**src/rtl/wb_master_bridge.sv**
```systemverilog
// Single-beat classic Wishbone initiator for one CPU pipeline memory port.
// A level-held CPU request becomes one registered bus cycle. The pipeline is
// stalled until ack, flush or timeout. Read data is held while the stage is
// stalled by another source.
module wb_master_bridge #(
  parameter int ADDR_W  = 32,
  parameter int DATA_W  = 32,
  parameter int SEL_W   = 4,
  parameter int TIMEOUT = 255
) (
  input  logic              clk,
  input  logic              rst,
  input  logic              cpu_ce_i,
  input  logic              cpu_we_i,
  input  logic [ADDR_W-1:0] cpu_addr_i,
  input  logic [SEL_W-1:0]  cpu_sel_i,
  input  logic [DATA_W-1:0] cpu_data_i,
  output logic [DATA_W-1:0] cpu_data_o,
  output logic              stall_req_o,
  input  logic              stall_i,
  input  logic              flush_i,
  output logic              bus_err_o,
  output logic [ADDR_W-1:0] wishbone_addr_o,
  output logic [DATA_W-1:0] wishbone_data_o,
  output logic              wishbone_we_o,
  output logic [SEL_W-1:0]  wishbone_sel_o,
  output logic              wishbone_stb_o,
  output logic              wishbone_cyc_o,
  input  logic [DATA_W-1:0] wishbone_data_i,
  input  logic              wishbone_ack_i
);

  typedef enum logic [1:0] {IDLE, BUSY, WAIT_STALL} state_t;

  state_t            state, state_nxt;
  logic [7:0]        cnt;
  logic [DATA_W-1:0] rd_buf;
  logic              to_hit;
  logic              launch;
  logic              bus_drop;

  // Final no-ack BUSY cycle: counter has seen TIMEOUT-1 earlier cycles.
  assign to_hit = (cnt == 8'(TIMEOUT - 1));

  // Next state and the combinational pipeline-facing outputs.
  always_comb begin
    state_nxt   = state;
    stall_req_o = 1'b0;
    cpu_data_o  = '0;
    launch      = 1'b0;
    bus_drop    = 1'b0;
    case (state)
      IDLE: begin
        stall_req_o = cpu_ce_i & ~flush_i;
        if (cpu_ce_i && !flush_i) begin
          launch    = 1'b1;
          state_nxt = BUSY;
        end
      end
      BUSY: begin
        // Flush beats ack, ack beats timeout.
        if (flush_i) begin
          bus_drop  = 1'b1;
          state_nxt = IDLE;
        end else if (wishbone_ack_i) begin
          bus_drop   = 1'b1;
          cpu_data_o = wishbone_we_o ? '0 : wishbone_data_i;
          state_nxt  = stall_i ? WAIT_STALL : IDLE;
        end else if (to_hit) begin
          bus_drop  = 1'b1;
          state_nxt = stall_i ? WAIT_STALL : IDLE;
        end else begin
          stall_req_o = 1'b1;
        end
      end
      WAIT_STALL: begin
        cpu_data_o = rd_buf;
        if (!stall_i || flush_i) state_nxt = IDLE;
      end
      default: state_nxt = IDLE;
    endcase
  end

  // State, bus registers, read buffer, timeout counter and error pulse.
  always_ff @(posedge clk) begin
    if (rst) begin
      state           <= IDLE;
      cnt             <= '0;
      rd_buf          <= '0;
      bus_err_o       <= 1'b0;
      wishbone_addr_o <= '0;
      wishbone_data_o <= '0;
      wishbone_we_o   <= 1'b0;
      wishbone_sel_o  <= '0;
      wishbone_stb_o  <= 1'b0;
      wishbone_cyc_o  <= 1'b0;
    end else begin
      state     <= state_nxt;
      bus_err_o <= 1'b0;
      if (launch) begin
        wishbone_addr_o <= cpu_addr_i;
        wishbone_data_o <= cpu_we_i ? cpu_data_i : '0;
        wishbone_we_o   <= cpu_we_i;
        wishbone_sel_o  <= cpu_sel_i;
        wishbone_stb_o  <= 1'b1;
        wishbone_cyc_o  <= 1'b1;
        cnt             <= '0;
      end else if (bus_drop) begin
        // Leaving BUSY always idles the bus; the next launch can only come
        // from IDLE, which guarantees a low stb/cyc cycle between requests.
        wishbone_addr_o <= '0;
        wishbone_data_o <= '0;
        wishbone_we_o   <= 1'b0;
        wishbone_sel_o  <= '0;
        wishbone_stb_o  <= 1'b0;
        wishbone_cyc_o  <= 1'b0;
        if (!flush_i && wishbone_ack_i) begin
          rd_buf <= wishbone_we_o ? '0 : wishbone_data_i;
        end else begin
          rd_buf    <= '0;
          bus_err_o <= !flush_i;
        end
      end else if (state == BUSY) begin
        cnt <= cnt + 8'd1;
      end
    end
  end

endmodule

```
**config.mk**
```make
export PLATFORM = sky130hd
export DESIGN_NAME = wb_master_bridge
export DESIGN_NICKNAME = d
export VERILOG_FILES = /design/src/rtl/wb_master_bridge.sv
export SDC_FILE = /design/constraint.sdc
export NUM_CORES = 1
export LEC_CHECK = 0
export ABC_AREA = 1
export BUFFER_PORTS_ARGS = -buffer_cell sky130_fd_sc_hd__buf_2
export CAP_MARGIN = 20
export CORE_MARGIN = 4
export CORE_UTILIZATION = 46
export CTS_BUF_LIST = sky130_fd_sc_hd__clkbuf_4
export DETAILED_ROUTE_END_ITERATION = 16
export PLACE_DENSITY = 0.89
export SLEW_MARGIN = 30
export SYNTH_ARGS = -nofsm -noshare
export SYNTH_HDL_FRONTEND = slang
export SYNTH_SLANG_ARGS = --single-unit
export TNS_END_PERCENT = 30
```
**constraint.sdc**
```tcl
create_clock -name clk -period 1.56 [get_ports clk]
set_input_delay 0.156 -clock clk [delete_from_list [all_inputs] [get_ports clk]]
set_output_delay 0.156 -clock clk [all_outputs]
set_load 0.01 [all_outputs]
```
Word-level counts from Yosys, hierarchy flattened. Cells that the tools add are included.

Flip-flop bits (word level): 113. Input port bits: 107. Output and inout port bits: 105.

Add/sub/neg operators: 1. Equal/unequal tests: 6. Muxes and demuxes: 31. Bitwise logic cells: 4. Reduce and logical (&&, ||, !) cells: 12.

Operators by type and width (number): $mux W32 (8); $pmux W32 S2 (1); $mux W1 (12); $mux W2 (6); $add A8 B1 Y8 const B (1); $eq A8 B8 Y1 const B (1); $mux W4 (2); $pmux W2 S3 (1); $ne A2 B2 Y1 const B (2); $ne A4 B4 Y1 const B (1); $reduce_and A2 Y1 (2); $reduce_or A4 Y1 (1); $not A1 Y1 (3); $reduce_and A3 Y1 (1); $eq A2 B1 Y1 const B (1); $eq A2 B2 Y1 const B (1); $logic_and A1 B1 Y1 (2); $logic_not A1 Y1 (2); $logic_not A2 Y1 (1); $pmux W1 S2 (1); $reduce_bool A2 Y1 (1); $reduce_or A2 Y1 (1); $and A1 B1 Y1 (1); $logic_or A1 B1 Y1 (1).

Logic depth before layout (Yosys ltp). Gate-level depths: netlist (run 1).

Depth in word-level cells: 7. Depth in mapped cells: 11.

Least setup slack after synthesis (run 1). No wires, ideal clock.

Kind: reg2out. Start point: register state[1]. End point: output port cpu_data_o[10]. Arrival: 1.497 ns. Path slack: -0.093 ns. Cell stages (with the launch flop): 8. Cell sequence: dfxtp_1 > inv_1 > ha_1 > buf_2 > clkbuf_1 > clkbuf_1 > nand2_1 > a21oi_1.

Word-level cells in the longest chain between the ends: 2. Elaborated cells between the ends (all ways): 3.

Ends and longest elaborated chain: from (decl) (RTL line 35) `state_t state, state_nxt;`; from (signal assigned) (RTL line 98) `state <= state_nxt;`; $eq A2 B2 Y1 / $eq A2 B1 Y1 (equally long branches) (RTL line 52) `case (state)`; $pmux W32 S2 (*) (RTL line 52); to (decl) (RTL line 18) `output logic [DATA_W-1:0] cpu_data_o,`.

Mark *: on every way between the ends. The rest lies on a longest branch, timed or not.

Worst setup path in the final report (run 1).
Start point: register state[0]. End point: output port cpu_data_o[16].

Same word-level chain as after synthesis.

==> results of run 1 <==
==> critical path, stage by stage (launching register included) <==
cell and delay [ns]:
dfxtp_4 0.39, buf_6 0.11, ha_4 0.18, buf_12 0.13, buf_16 0.13, nand2_4 0.05, a21oi_2 0.15, buf_2 0.15
==> kinds of logic (layout without fill, tap and decap cells) <==
kind of cell,Yosys count,count (layout)
compound gates,114,114
fa+ha+maj,5,5
simple gates,420,420
buf+inv,142,493
other cells,0,2
flops,113,113
xor+xnor,3,3
==> state kept, by name, indices dropped and copies added, names as in the netlist <==
register / count
bus_err_o: 1
cnt: 8
rd_buf: 32
state: 2
wishbone_addr_o: 32
wishbone_cyc_o: 1
wishbone_data_o: 32
wishbone_sel_o: 4
wishbone_we_o: 1
==> cell usage after synthesis (3+ instances only) <==
library cell / number
nor2_1: 60
dfxtp_1: 113
buf_1: 5
a21oi_1: 111
nand2_2: 3
ha_1: 5
clkbuf_1: 25
nor2_2: 10
nand2_1: 230
nand3_1: 93
buf_2: 24
buf_4: 3
inv_1: 80
nand4_1: 17
==> how the worst max path moves through the flow <==
| stage | startpoint | endpoint | slack, ns | cells past startpoint |
|---|---|---|---|---|
| 2_1_floorplan | state[1]$_SDFFE_PP0P_ | cpu_data_o[11] | 0.1 | 7 |
| 3_3_place_gp | cnt[0]$_SDFFE_PP0P_ | wishbone_we_o$_SDFFE_PP0P_ | 0.06 | 10 |
| 3_5_place_dp | cnt[0]$_SDFFE_PP0P_ | wishbone_addr_o[12]$_SDFFE_PP0P_ | 0.02 | 10 |
| 4_1_cts | state[1]$_SDFFE_PP0P_ | cpu_data_o[5] | -0.37 | 6 |
| 5_1_grt | wishbone_we_o$_SDFFE_PP0P_ | cpu_data_o[4] | -0.51 | 7 |
| 6_report | state[0]$_SDFFE_PP0P_ | cpu_data_o[16] | -0.40 | 7 |
==> layer usage <==
layer / global-route usage, % / wire, um / vias up / share of wire [%]
met5: 0 / 0 / - / 0
met4: 16.1 / 1460 / 0 / 5.9
met3: 9.30 / 2570 / 142 / 10
met2: 51.7 / 12100 / 578 / 49
met1: 34.4 / 8480 / 3313 / 35
li1: - / - / 3216 / -
==> metrics by stage <==
stage,hold WS [ns],instance area (um2)
after global placement,0.379,6770
after detailed placement,0.389,6770
final,0.0774,9060
after floorplan,0.227,5340
after global routing,0.0380,9060
after CTS,0.00233,8270
==> power by group <==
group / internal [mW] / switching, mW / total (mW)
Combinational: 0.934 / 1.17 / 2.11
Clock: 0.632 / 1.22 / 1.85
Sequential: 3.04 / 0.104 / 3.15
Total: 4.61 / 2.50 / 7.10
==> repair_timing <==
item,4_1_cts,5_1_grt
setup endpoints to repair,41,142
gates cloned,3,7
resized for setup,60,135
pin swaps,5,46
hold buffers,94,0
setup buffers,7,10
hold endpoints to repair,94,0
==> cell type report <==
type	count	area (um2)
Sequential cell	113	2270
Clock buffer	18	135
Timing Repair Buffer	378	2920
Tap cell	143	179
Fill cell	648	2300
Multi-Input combinational cell	542	3140
Antenna cell	2	5.00
Clock inverter	14	95.1
Inverter	83	324
==> placed cells by master (no fill, tap or decap), drive strengths merged <==
cell and n:
o211ai 1, clkinvlp 5, xnor2 2, nand3 94
o21ai 2, nand2 234, dlygate4sd3 94, nand3b 2
nand4 17, inv 82, a21oi 111, ha 5
diode 2, clkbuf 24, nor4 1, clkinv 10
xor2 1, nor3 1, nor2 71, buf 278
dfxtp 113
==> flow_summary.yaml, run 1 <==
outcome:
  outcome: "finished with violations"
  violations: "negative setup slack"
clocking:
  clock-root-buffer: "clkbuf_4"
  path_clk_slew_ns: 0.12
  insertion_delay_ns: 0.51
  clockBufferDepth: 2
  h-tree-depth: 4
  cts_tree: "done"
  cts_num_sinks: 113
  cts_inserted_buffers: 17
route:
  drc_errors: 0
  drt-total-wl_um: 24600
  post_drt_wl_per_cell_um: 19.0
  viasPerCell: 5.61
  vias: 7249
  drtIter0Drc: 707
  firstDrtPassIters: 5
  antenna_left: 0
worst_setup_path:
  arrival_ns: 1.81
  reg2reg_slack_ns: -0.20
  worstPathMaxFanout: 5
  r2r_cells: 9
  end_kind: "output port"
  cp.required_ns: 1.40
  worstReg2RegEnd: "wishbone_data_o[18]$_SDFFE_PP0P_"
  critPathKind: "reg2out"
  r2r-start: "state[0]$_SDFFE_PP0P_"
  critPathLaunchType: "flip-flop"
sta:
  timing.final.crit_share_pct: 126
  finalWorstSetupSlack_ns: -0.404
  rsz0062_at_grt: "true"
  slew-limit-headroom_pct: 49.1
  clock_skew_ns: 0.0164
  tightest_slew_ns: 0.763
  slew_viol_final: 0
  hold_violations: 0
  tns_ns: -21.32
  finalSetupViolations: 137
  timing.fmax_mhz: 509
  min_period_ns: 1.96
synthesis:
  synth-simple-area-share_pct: 34.1
  synth_cells: 797
  synthesis.nets: 909
  synth_seq_cells: 113
  yosys-mux-area-fraction_pct: 0
  synth-xor-area-share_pct: 0.492
  yosysTopAreaCell: "dfxtp_1"
  syn-cell-area_um2: 5340
  synth_area_leaders: "dfxtp_1 42%, nand2_1 16%, a21oi_1 10%, nand3_1 8.7%, inv_1 5.6%"
  ys_async_sr_fraction_pct: 0
  synth_compound_area_share_pct: 10.8
  ys.flop_type: "dfxtp_1"
  synthDistinctLibCells: 27
  yosys_warnings: 0
  synth_top_area_share_pct: 42.4
  yosys.area_share.adder_pct: 1.17
  yosysSeqAreaShare_pct: 42.4
  synth_area_per_cell_um2: 6.70
  synth_top_family_by_area: "simple AND/OR/NAND/NOR gates"
  synth-edff-count: 0
place:
  dp_hpwl_um: 10700
  dp.cells: 1138
  pre_cts_slack_ns: 0.0213
  io_buffers: 211
  place.gp.congestion: 0.798
finish:
  fin_nets: 1247
  drive_gt1_share_pct: 40.4
  layout.cells.non_filler: 1293
  area_delta_synth_final_pct: 69.9
  post-route-util_pct: 79.7
die:
  ios: 212
  dieArea_um2: 13400
  die_h_um: 116
  row_count: 39
  core-area_um2: 11400
  initial_core_util_pct: 46.9
  die_w_um: 116
grt:
  antenna_found_initial: 2
  grt_pass1_vias: 6645
  grt_usage_pct: 30.5
  grt_pass1_wl_um: 32300
  overflow: 0
  grt_max_degree: 57
min_path:
  hp-class: "in2reg"
  min_from: "rst"
  min_to: "state[0]$_SDFFE_PP0P_"
  holdPathStages: 3
power:
  ir_drop_mv: 0.662
  p_leak_nw: 4.17
  p_per_area_nw_per_um2: 784
  totalPowerFinal_mw: 7.10
job:
  maxCapViolCount: 0
Note: power is estimated with default switching activity, not from simulation.
==> run 2, diff against run 1 <==
- GPL_TIMING_DRIVEN: default -> 0
==> flow_summary.yaml, run 2 (same netlist as run 1, synthesis figures left out) <==
outcome:
  outcome: "finished with violations"
  violations: "negative setup slack"
power:
  combPwrFrac_pct: 28.1
  sequentialPowerShare_pct: 42.2
  p_per_area_nw_per_um2: 824
  ir_drop_mv: 0.947
  switchingPower_mw: 2.54
  clkPwrFrac_pct: 29.7
  swShare_pct: 34.1
  p_int_mw: 4.90
  p_leak_nw: 4.08
  totalPowerFinal_mw: 7.45
place:
  io_buffers: 210
  place.gp.congestion: 0.877
  pre_cts_slack_ns: -0.314
  placed_area_um2: 6570
  dp.cells: 1150
  dp_hpwl_um: 12100
clocking:
  clock-root-buffer: "clkbuf_4"
  path_clk_slew_ns: 0.11
  clockBufferDepth: 2
  cts_tree: "done"
  h-tree-depth: 4
  cts_inserted_buffers: 17
  insertion_delay_ns: 0.52
  cts_num_sinks: 113
worst_setup_path:
  critPathLaunchType: "flip-flop"
  cp_slowest_stage_delay_ns: 0.38
  cp.required_ns: 1.40
  cp_slowest_cell: "dfxtp_4"
  crit_family: "simple AND/OR/NAND/NOR gates"
  critPathKind: "reg2out"
  path_cells: "nor3_4, inv_2, buf_6, nor2_4, nand2_1, a21oi_2, buf_2"
  end_kind: "output port"
  crit_buf_inv: 3
  worstPathMaxFanout: 6
  arrival_ns: 1.94
route:
  post_drt_wl_per_cell_um: 19.5
  antenna_left: 0
  firstDrtPassIters: 8
  viasPerCell: 5.75
  drtIter0Drc: 864
  drt-total-wl_um: 25500
  drc_errors: 0
  vias: 7524
finish:
  drive_gt1_share_pct: 39.5
  nFillCells: 619
  layout.cells.non_filler: 1308
  final_common_cell: "nand2_1"
  fin_nets: 1263
  area_delta_synth_final_pct: 69.4
  layout_common_cells: "218 x nand2_1, 215 x buf_2, 106 x dfxtp_1, 93 x dlygate4sd3_1"
  top_regs: "rd_buf: 32 flops, wishbone_addr_o: 32 flops, wishbone_data_o: 32 flops"
  seq_area_um2: 2280
  stdcell_area_um2: 9040
  multi_input_area_um2: 3090
sta:
  clock_skew_ns: 0.0182
  finalWorstSetupSlack_ns: -0.532
  slew-limit-headroom_pct: 54.2
  timing.final.crit_share_pct: 134
  slew_viol_final: 0
  min_period_ns: 2.09
  rsz0062_at_grt: "true"
  hold_violations: 0
  timing.fmax_mhz: 478
  finalSetupViolations: 52
  tightest_slew_ns: 0.687
grt:
  overflow: 0
  grt_usage_pct: 32.9
  grt_pass1_wl_um: 34600
  antenna_found_initial: 1
  grt_pass1_vias: 6978
  grt_max_degree: 17
die:
  ios: 212
  core-area_um2: 11400
  dieArea_um2: 13400
  initial_core_util_pct: 46.9
  die_w_um: 116
  row_count: 39
  die_h_um: 116
job:
  maxCapViolCount: 0
min_path:
  hp-class: "in2reg"
-- run 2: routing by layer --
layer	vias up	global-route usage (%)	part of all wire (%)
met1	3393	35.9	34
met3	182	11.5	12
met4	0	18.6	6.4
met2	700	55.6	48
met5	-	0	0
li1	3249	-	-
-- run 2: worst paths after layout --
check | depth (start not counted) | slack (ns) | to | start
max reg2reg | 8 | -0.12 | wishbone_data_o[29]$_SDFFE_PP0P_ | state[0]$_SDFFE_PP0P_
max | 7 | -0.53 | cpu_data_o[8] | wishbone_we_o$_SDFFE_PP0P_
min reg2reg | 2 | 0.48 | wishbone_data_o[0]$_SDFFE_PP0P_ | wishbone_data_o[0]$_SDFFE_PP0P_
min | 5 | 0.03 | rd_buf[10]$_SDFFE_PP0P_ | wishbone_data_i[10]
-- run 2: timing repair --
item	CTS	global route
resized for setup	141	131
cloned	1	6
pin swaps	7	35
endpoints found under the setup margin	139	141
hold endpoints to repair	92	1
buffers inserted	18	8
hold buffers	92	1
-- run 2: through the flow --
step                util (%)  TNS, ns  hold WS (ns)
floorplan                  -        0         0.227
global placement        57.8   -26.67         0.375
detailed placement      57.8   -30.36         0.370
CTS                     74.0   -13.56        -0.111
global route            79.5   -21.80        0.0222
finish                  79.5   -16.20        0.0313
-- run 2: layout make-up --
class	count	share of cell area, %
tap	143	1.98
antenna	1	0.0277
multi-input combinational	542	34.2
buffer	58	6.56
clock buffer	18	1.50
timing repair buffer	336	25.4
inverter	83	3.54
sequential	113	25.2
clock inverter	14	1.58
-- run 2: worst min-delay path, stage by stage --
cell	delay, ns
buf_2	0.09
inv_1	0.05
nor2_2	0.05
nor2_1	0.10
nor2_1	0.06
-- run 2: power groups by stage --
stage          Sequential, mW  Combinational (mW)  Clock (mW)
2_1_floorplan            3.22               0.707           0
3_3_place_gp             3.18                1.21           0
3_5_place_dp             3.18                1.22           0
4_1_cts                  3.12                1.72        2.17
5_1_grt                  3.16                2.21        2.32
6_report                 3.14                2.09        2.21
